$ cat config.mk
export PLATFORM = sky130hd
export DESIGN_NAME = apb_slave_flat
export DESIGN_NICKNAME = d
export VERILOG_FILES = /design/src/rtl/apb_slave_pkg.sv /design/src/rtl/apb_slave_if.sv /design/src/rtl/apb_slave_regfile.sv /design/src/rtl/apb_slave.sv /design/src/flat_wrapper.sv
export SDC_FILE = /design/constraint.sdc
export NUM_CORES = 2
export LEC_CHECK = 0
export CORE_ASPECT_RATIO = 0.75
export CORE_UTILIZATION = 62
export CTS_CLUSTER_DIAMETER = 30
export CTS_CLUSTER_SIZE = 10
export DETAILED_ROUTE_END_ITERATION = 10
export GPL_TIMING_DRIVEN = 0
export PLACE_DENSITY_LB_ADDON = 0.12
export SKIP_LAST_GASP = 1
export SLEW_MARGIN = 20
export SYNTH_ARGS = -nofsm -noshare
export SYNTH_HDL_FRONTEND = slang
export SYNTH_SLANG_ARGS = --single-unit
$ cat constraint.sdc
create_clock -name PCLK -period 34.5 [get_ports PCLK]
set_clock_uncertainty 0.15 [all_clocks]
set_input_delay 8.625 -clock PCLK [delete_from_list [all_inputs] [get_ports PCLK]]
set_output_delay 8.625 -clock PCLK [all_outputs]
set_load 0.1 [all_outputs]
$ cat src/rtl/apb_slave_pkg.sv
// rtl/apb_slave_pkg.sv - shared types and widths for the APB register slave
package apb_slave_pkg;

  localparam int ADDR_W = 5;
  localparam int DATA_W = 32;
  localparam logic [ADDR_W-1:0] ID_ADDR = '0;

  typedef enum logic [1:0] {
    IDLE,
    SETUP,
    ACCESS
  } state_e;

endpackage

$ cat src/rtl/apb_slave_if.sv
// rtl/apb_slave_if.sv - APB bus bundle with master and slave views
interface apb_slave_if;
  import apb_slave_pkg::*;

  logic              PSELx;
  logic              PENABLE;
  logic              PWRITE;
  logic [ADDR_W-1:0] PADDR;
  logic [DATA_W-1:0] PWDATA;
  logic              PREADY;
  logic [DATA_W-1:0] PRDATA;
  logic              PSLVERR;

  modport master (
    output PSELx, PENABLE, PWRITE, PADDR, PWDATA,
    input  PREADY, PRDATA, PSLVERR
  );

  modport slave (
    input  PSELx, PENABLE, PWRITE, PADDR, PWDATA,
    output PREADY, PRDATA, PSLVERR
  );

endinterface

$ cat src/rtl/apb_slave_regfile.sv
// rtl/apb_slave_regfile.sv - register storage, one write port and one combinational read port
module apb_slave_regfile
  import apb_slave_pkg::*;
#(
  parameter int DEPTH = 24
) (
  input  logic              clk,
  input  logic              rst,
  input  logic              we,
  input  logic [ADDR_W-1:0] waddr,
  input  logic [DATA_W-1:0] wdata,
  input  logic [ADDR_W-1:0] raddr,
  output logic [DATA_W-1:0] rdata
);

  logic [DATA_W-1:0] mem_q [DEPTH];
  logic [DATA_W-1:0] mem_d [DEPTH];

  // Entry 0 is the ID slot and never stored; it stays a constant zero.
  always_comb begin
    mem_d = mem_q;
    rdata = '0;
    for (int i = 1; i < DEPTH; i++) begin
      if (we && waddr == i[ADDR_W-1:0]) mem_d[i] = wdata;
      if (raddr == i[ADDR_W-1:0]) rdata = mem_q[i];
    end
  end

  always_ff @(posedge clk or posedge rst) begin
    if (rst) mem_q <= '{default: '0};
    else     mem_q <= mem_d;
  end

endmodule

$ cat src/rtl/apb_slave.sv
// rtl/apb_slave.sv - APB slave FSM, wait counter and error decode over a register file
// APB_SLAVE_WAIT_EN enables WAIT_CYCLES wait states; otherwise transfers take two cycles.
module apb_slave
  import apb_slave_pkg::*;
#(
  parameter int          DEPTH       = 24,
  parameter int          WAIT_CYCLES = 2,
  parameter logic [31:0] ID_VALUE    = 32'hA9B0_0001
) (
  input  logic        PCLK,
  input  logic        PRESET,
  apb_slave_if.slave  bus
);

  if (DEPTH < 1 || DEPTH > 32 || WAIT_CYCLES < 0 || WAIT_CYCLES > 7) begin : g_bad_param
    $error("apb_slave: DEPTH must be 1..32 and WAIT_CYCLES 0..7");
  end

  state_e            state_q, state_d;
  logic [ADDR_W-1:0] addr_q, addr_d;
  logic              write_q, write_d;
  logic [DATA_W-1:0] wdata_q, wdata_d;
  logic              cnt_zero;
  logic              ready, err, we;
  logic [DATA_W-1:0] rf_rdata, rd_word;

`ifdef APB_SLAVE_WAIT_EN
  localparam logic [2:0] WAIT_LOAD = 3'(WAIT_CYCLES);
  logic [2:0] cnt_q, cnt_d;
  assign cnt_zero = (cnt_q == '0);
`else
  assign cnt_zero = 1'b1;
`endif

  // SETUP is resident during the first enable cycle, so the counter is loaded as
  // the address is latched and a zero-wait transfer completes right there.
  assign ready = (state_q != IDLE) && bus.PSELx && bus.PENABLE && cnt_zero;
  assign err   = (int'(addr_q) >= DEPTH) || (write_q && addr_q == ID_ADDR);
  assign we    = ready && write_q && !err;

  always_comb begin
    state_d = state_q;
    addr_d  = addr_q;
    write_d = write_q;
    wdata_d = wdata_q;
`ifdef APB_SLAVE_WAIT_EN
    cnt_d   = cnt_q;
`endif
    case (state_q)
      IDLE: begin
        if (bus.PSELx && !bus.PENABLE) begin
          state_d = SETUP;
          addr_d  = bus.PADDR;
          write_d = bus.PWRITE;
          wdata_d = bus.PWDATA;
`ifdef APB_SLAVE_WAIT_EN
          cnt_d   = WAIT_LOAD;
`endif
        end
      end
      SETUP, ACCESS: begin
        if (!bus.PSELx) begin
          state_d = IDLE;
        end else if (!bus.PENABLE) begin
          state_d = SETUP;
          addr_d  = bus.PADDR;
          write_d = bus.PWRITE;
          wdata_d = bus.PWDATA;
`ifdef APB_SLAVE_WAIT_EN
          cnt_d   = WAIT_LOAD;
`endif
        end else if (ready) begin
          state_d = IDLE;
        end else begin
          state_d = ACCESS;
`ifdef APB_SLAVE_WAIT_EN
          cnt_d   = cnt_q - 3'd1;
`endif
        end
      end
      default: state_d = IDLE;
    endcase
  end

  always_ff @(posedge PCLK or posedge PRESET) begin
    if (PRESET) begin
      state_q <= IDLE;
      addr_q  <= '0;
      write_q <= 1'b0;
      wdata_q <= '0;
`ifdef APB_SLAVE_WAIT_EN
      cnt_q   <= '0;
`endif
    end else begin
      state_q <= state_d;
      addr_q  <= addr_d;
      write_q <= write_d;
      wdata_q <= wdata_d;
`ifdef APB_SLAVE_WAIT_EN
      cnt_q   <= cnt_d;
`endif
    end
  end

  apb_slave_regfile #(.DEPTH(DEPTH)) u_regfile (
    .clk   (PCLK),
    .rst   (PRESET),
    .we    (we),
    .waddr (addr_q),
    .wdata (wdata_q),
    .raddr (addr_q),
    .rdata (rf_rdata)
  );

  assign rd_word     = (addr_q == ID_ADDR) ? ID_VALUE : rf_rdata;
  assign bus.PREADY  = ready;
  assign bus.PSLVERR = ready && err;
  assign bus.PRDATA  = (ready && !write_q && !err) ? rd_word : '0;

endmodule

$ cat src/flat_wrapper.sv
// flat-port wrapper written by rule: the top's interface ports become plain ports
module apb_slave_flat import apb_slave_pkg::*;
#(
  parameter int          DEPTH       = 24,
  parameter int          WAIT_CYCLES = 2,
  parameter logic [31:0] ID_VALUE    = 32'hA9B0_0001
)
  (PCLK, PRESET, bus_PSELx, bus_PENABLE, bus_PWRITE, bus_PADDR, bus_PWDATA, bus_PREADY, bus_PRDATA, bus_PSLVERR);
  apb_slave_if bus_i ();
  input  logic PCLK;
  input  logic PRESET;
  input wire logic [$bits(bus_i.PSELx)-1:0] bus_PSELx;
  input wire logic [$bits(bus_i.PENABLE)-1:0] bus_PENABLE;
  input wire logic [$bits(bus_i.PWRITE)-1:0] bus_PWRITE;
  input wire logic [$bits(bus_i.PADDR)-1:0] bus_PADDR;
  input wire logic [$bits(bus_i.PWDATA)-1:0] bus_PWDATA;
  output wire logic [$bits(bus_i.PREADY)-1:0] bus_PREADY;
  output wire logic [$bits(bus_i.PRDATA)-1:0] bus_PRDATA;
  output wire logic [$bits(bus_i.PSLVERR)-1:0] bus_PSLVERR;
  assign bus_i.PSELx = bus_PSELx;
  assign bus_i.PENABLE = bus_PENABLE;
  assign bus_i.PWRITE = bus_PWRITE;
  assign bus_i.PADDR = bus_PADDR;
  assign bus_i.PWDATA = bus_PWDATA;
  assign bus_PREADY = bus_i.PREADY;
  assign bus_PRDATA = bus_i.PRDATA;
  assign bus_PSLVERR = bus_i.PSLVERR;
  apb_slave #(.DEPTH(DEPTH), .WAIT_CYCLES(WAIT_CYCLES), .ID_VALUE(ID_VALUE)) u_core (.PCLK(PCLK), .PRESET(PRESET), .bus(bus_i));
endmodule
* Yosys cells after proc, flatten, opt, wreduce, memory -nomap -nowiden
Index checks and enable logic that the tools add are counted.
Storage, ports and cells: bits in registers 776, output and inout bits 34
Operators by class: $lt $le $gt $ge 1, equality and inequality tests 28, reduce and logical (&&, ||, !) cells 42, multiplexer cells 42
Operators with widths (count):
- $mux 32 | 28
- $pmux 32 s2 | 1
- $eq 5x4->1 const B | 8
- $eq 5x5->1 const B | 8
- $logic_and 1x1->1 | 32
- $eq 5x3->1 const B | 4
- $mux 5 | 3
- $eq 5x2->1 const B | 2
- $pmux 5 s2 | 1
- $mux 2 | 4
- $eq 5x1->1 const B | 1
- $ge 5x5->1 const B | 1
- $logic_not 5->1 | 1
- $ne 2x2->1 const B | 2
- $pmux 2 s2 | 1
- $reduce_and 4->1 | 1
- $reduce_bool 2->1 | 2
- $logic_not 1->1 | 3
- $mux 1 | 3
- $eq 2x1->1 const B | 1
- $eq 2x2->1 const B | 1
- $logic_not 2->1 | 1
- $ne 2x1->1 const B | 1
- $pmux 1 s2 | 1
- 2 further kinds | 2

* Longest topological paths before layout
depth after elaboration 26, mapped depth 11, gate-level depth less buffers 8

* Modules after synthesis
A second synthesis with hierarchy kept.
Unflattened totals: cell total of the unflattened synthesis 2982, area total of the unflattened synthesis 37163.1 um^2
By module, submodules not included:
- apb_slave_regfile | sequential area each 18417.7 um^2, cells an instance 2841, instances 1, area an instance 35183.7 um^2
- apb_slave | sequential area each 1001.0 um^2, cells an instance 141, instances 1, area an instance 1979.4 um^2

* Worst setup path after synthesis
OpenSTA, ideal clock, no wires.
path kind input to output, from input bus_PSELx, to output bus_PRDATA[6], stages 6, setup slack 13.638 ns, arrival 12.087 ns, buffers on the path 2, path through and3b_1 buf_2 o211a_1 clkbuf_1 o21ai_0 a211oi_1
On the way: word-level cells in the longest chain between the ends 5
RTL lines:
- from (decl) | RTL line flat_wrapper.sv:12 | input wire logic [$bits(bus_i.PSELx)-1:0] bus_PSELx;
- $logic_and 1x1->1 (2 in series) | RTL line apb_slave.sv:37 | assign ready = (state_q != IDLE) && bus.PSELx && bus.PENABLE && cnt_zero;
- net bus_PREADY | RTL line flat_wrapper.sv:17 | output wire logic [$bits(bus_i.PREADY)-1:0] bus_PREADY;
- $logic_and 1x1->1 (2 in series) | RTL line apb_slave.sv:118 | assign bus.PRDATA = (ready && !write_q && !err) ? rd_word : '0;
- $mux 32 | RTL line apb_slave.sv:118
- to (decl) | RTL line flat_wrapper.sv:18 | output wire logic [$bits(bus_i.PRDATA)-1:0] bus_PRDATA;
The timed path passes the listed nets, and every way through them passes these cells.

* Worst setup path in the final report
from input bus_PSELx, to output bus_PRDATA[17]
On the way: word-level cells in the longest chain between the ends 5
RTL lines (RTL line):
- $logic_and 1x1->1 (2 in series) | apb_slave.sv:37
- $logic_and 1x1->1 (2 in series) | apb_slave.sv:118
- $mux 32 | apb_slave.sv:118
Every way passes these cells.

==> results.py <==
metrics = {
    "yosys": {
        "ys_types": 88,
        "synth-edff-count": 0,
        "synth.top_cell.area_share": 0.539,
        "synth_area_leaders": "dfrtp_1, mux2_2, a22oi_1",
        "synth_warnings": 0,
        "ys_seq_area_frac": 0.539,
        "synth-seq-cells": 776,
        "async_reset_ff_frac": 1.00,
        "synth.most_common_cell": "dfrtp_1",
        "syn_area_sq_um": 36000,
        "mappedNetlistNets": 2915,
        "synth_top_flop_cell": "dfrtp_1",
        "synthCells": 2871,
        "ys_top_cells_by_count": "dfrtp_1, mux2_2, a22oi_1",
        "syn_avg_cell_area_sq_um": 12.5,
        "synth.largest_area_cell": "dfrtp_1",
    },
    "detailed_routing": {
        "wl_per_cell_um": 42.2,
        "drt_iter0_drc": 5899,
        "first_pass_iters": 10,
        "vias_per_cell": 7.73,
        "drc": 0,
        "via_count": 30800,
        "drtAntennaViolNets": 0,
        "wirelength_mm": 168,
    },
    "floorplanning": {
        "die_h_um": 211,
        "pin_count": 76,
        "die_x_um": 280,
        "core_sq_um": 57400,
        "dieArea_sq_um": 59100,
        "initial_core_util": 0.627,
        "row_count": 76,
    },
    "critical_path": {
        "crit_family": "buffers and inverters",
        "cp_slowest_stage_delay_ps": 1220,
        "cp_num_buf_inv": 4,
        "worstPathCellList": "clkdlybuf4s50_1, and3b_1, buf_2, o211a_1, clkbuf_1, o221ai_1, a21oi_1, clkdlybuf4s50_1",
        "rrSetupSlack_ps": 29980,
        "critPathKind": "primary input to output pin",
        "crit_path_max_fanout": 10,
        "start_kind": "primary input",
        "critPathArrivalTime_ps": 13070,
        "worstPathRequired_ps": 25730,
        "crit_path_end_kind": "output pin",
        "slowest_stage": "clkdlybuf4s50_1",
        "cpMostUsedCell": "clkdlybuf4s50_1",
    },
    "cells_and_area": {
        "area_growth_pct": 18.1,
        "n_fill_cell": 3721,
        "num-nets-final": 3138,
        "fin_area_sq_um": 42500,
        "drive_gt1_frac": 0.374,
    },
    "sta": {
        "finalSetupTns_ps": 0,
        "slew_violations": 0,
        "hold_viol": 0,
        "max_clock_freq_ghz": 0.0458,
        "tightest_slew_ps": 1440,
        "slew-limit-headroom": 0.0433,
        "min_period_ps": 21850,
        "period_share": 0.633,
        "setup_ws_ps": 12650,
        "rsz0062_at_grt": "false",
        "setup_violations": 0,
    },
    "global_routing": {
        "track_usage": 0.574,
        "antenna_found_initial": 19,
        "first_global_vias": 29800,
        "grt_pass1_wl_mm": 230,
        "gr-total-overflow": 0,
        "grt_max_degree": 118,
    },
    "clock_tree": {
        "cts-root-buf": "clkbuf_16",
        "clock_tree.buffer_depth": 3,
        "cts_sinks": 776,
        "clk_latency_ps": 750,
        "cts_max_level": 4,
        "post_cts_resized": 0,
        "hold_buffers": 0,
        "cts_made_buffers": 134,
        "post_cts_buffers": 0,
        "clk_pin_slew_ps": 50,
        "cts_tree": "built",
    },
    "place": {
        "dpl.hpwl_mm": 106,
        "portBuffers": 75,
        "gp_congestion": 1.08,
        "preCtsSetupSlack_ps": 13040,
        "placed_cell_area_sq_um": 38000,
    },
    "worst_hold_path": {
        "min-delay-path-class": "register to register",
    },
    "flow_run": {
        "max-cap-violations": 0,
    },
    "run_status": {
        "outcome": "completed",
    },
    "power": {
        "p_total_uw": 3180,
        "ir_drop_v": 0.0000618,
        "power_density_nw_per_um2": 74.9,
        "leakage_uw": 0.0201,
    },
}
## where the power goes
group          internal, uW  leakage, uW  switching [uW]
clock network           835      0.00215             480
logic                   206      0.00742             540
registers              1030       0.0106            89.0
total                  2070       0.0201            1110
## cell type report
type / count / area (sq um) / area share
buffer: 265 / 1400 / 0.0328
sequential: 776 / 19400 / 0.457
clock buffer: 170 / 3760 / 0.0885
antenna: 17 / 42.5 / 0.00100
timing repair buffer: 87 / 1020 / 0.0239
inverter: 36 / 143 / 0.00335
multi-input combinational: 1794 / 15100 / 0.356
clock inverter: 60 / 634 / 0.0149
tap: 780 / 976 / 0.0230
## per-stage QoR
stage | util | cells | hold WS, ps
6_report | 0.740 | 3985 | 342
5_1_grt | 0.740 | 3969 | 353
4_1_cts | 0.739 | 3967 | 338
3_5_place_dp | 0.662 | 3737 | 326
3_3_place_gp | 0.657 | 3726 | 317
2_1_floorplan | - | 2871 | 299
## logic make-up after synthesis
logic type | Yosys count | share of synthesized area
and+or+nand+nor | 422 | 0.0624
AOI/OAI and AO/OA | 609 | 0.118
muxes | 760 | 0.238
buffers and inverters | 301 | 0.0420
adders and majority gates | 2 | 0.000695
DFF | 776 | 0.539
xor gates and xnor gates | 1 | 0.000243
## path summary, 6_finish.rpt
| path | startpoint | end | cells after the start |
|---|---|---|---|
| worst min-delay path | u_core.u_regfile.mem_q[546] | u_core.u_regfile.mem_q[546] | 1 |
| worst min register to register | u_core.u_regfile.mem_q[546] | u_core.u_regfile.mem_q[546] | 1 |
| worst max-delay path | bus_PSELx | bus_PRDATA[17] | 8 |
| min in group asynchronous | PRESET | u_core.u_regfile.mem_q[317] | 2 |
| worst max register to register | u_core.addr_q[4] | u_core.u_regfile.mem_q[389] | 8 |
| max in group asynchronous | PRESET | u_core.u_regfile.mem_q[170] | 5 |
## sequential cells by signal, indices dropped and copies added, names as in the netlist
register	count
u_core.write_q	1
u_core.u_regfile.mem_q	736
u_core.wdata_q	32
u_core.addr_q	5
u_core.state_q	2
## cells in the final DEF, fill, tap and decap left out, types with 17 or more instances in the layout
cell             netlist  final
inv_1                 36     35
o21ai_0              112    112
clkbuf_1             100    101
dfrtp_1              776    776
o211ai_1              29     29
a21oi_1              105    104
a22oi_1              123    123
nor2_1                95     90
mux2_1                27     27
nor2_2                14     18
clkdlybuf4s50_1        0     75
a211oi_1              24     24
a222oi_1              22     22
nand3_1               34     34
nand2_1              112    111
diode_2                0     17
mux2_2               722    722
buf_4                 50     51
buf_2                102    103
clkbuf_16              0    139
nor3_1                32     31
nand4_1               18     18
clkinv_2               0     22
o22ai_1               40     40
clkbuf_8               0     17
## routing by layer
metal	vias to the layer above	track usage	routed length [um]
met3	1008	0.341	31100
met1	15400	0.703	57400
met2	3308	0.722	63300
met5	-	0.0488	425
met4	14	0.440	15700
li1	11100	-	-
Power figures use the tool's default switching activity.
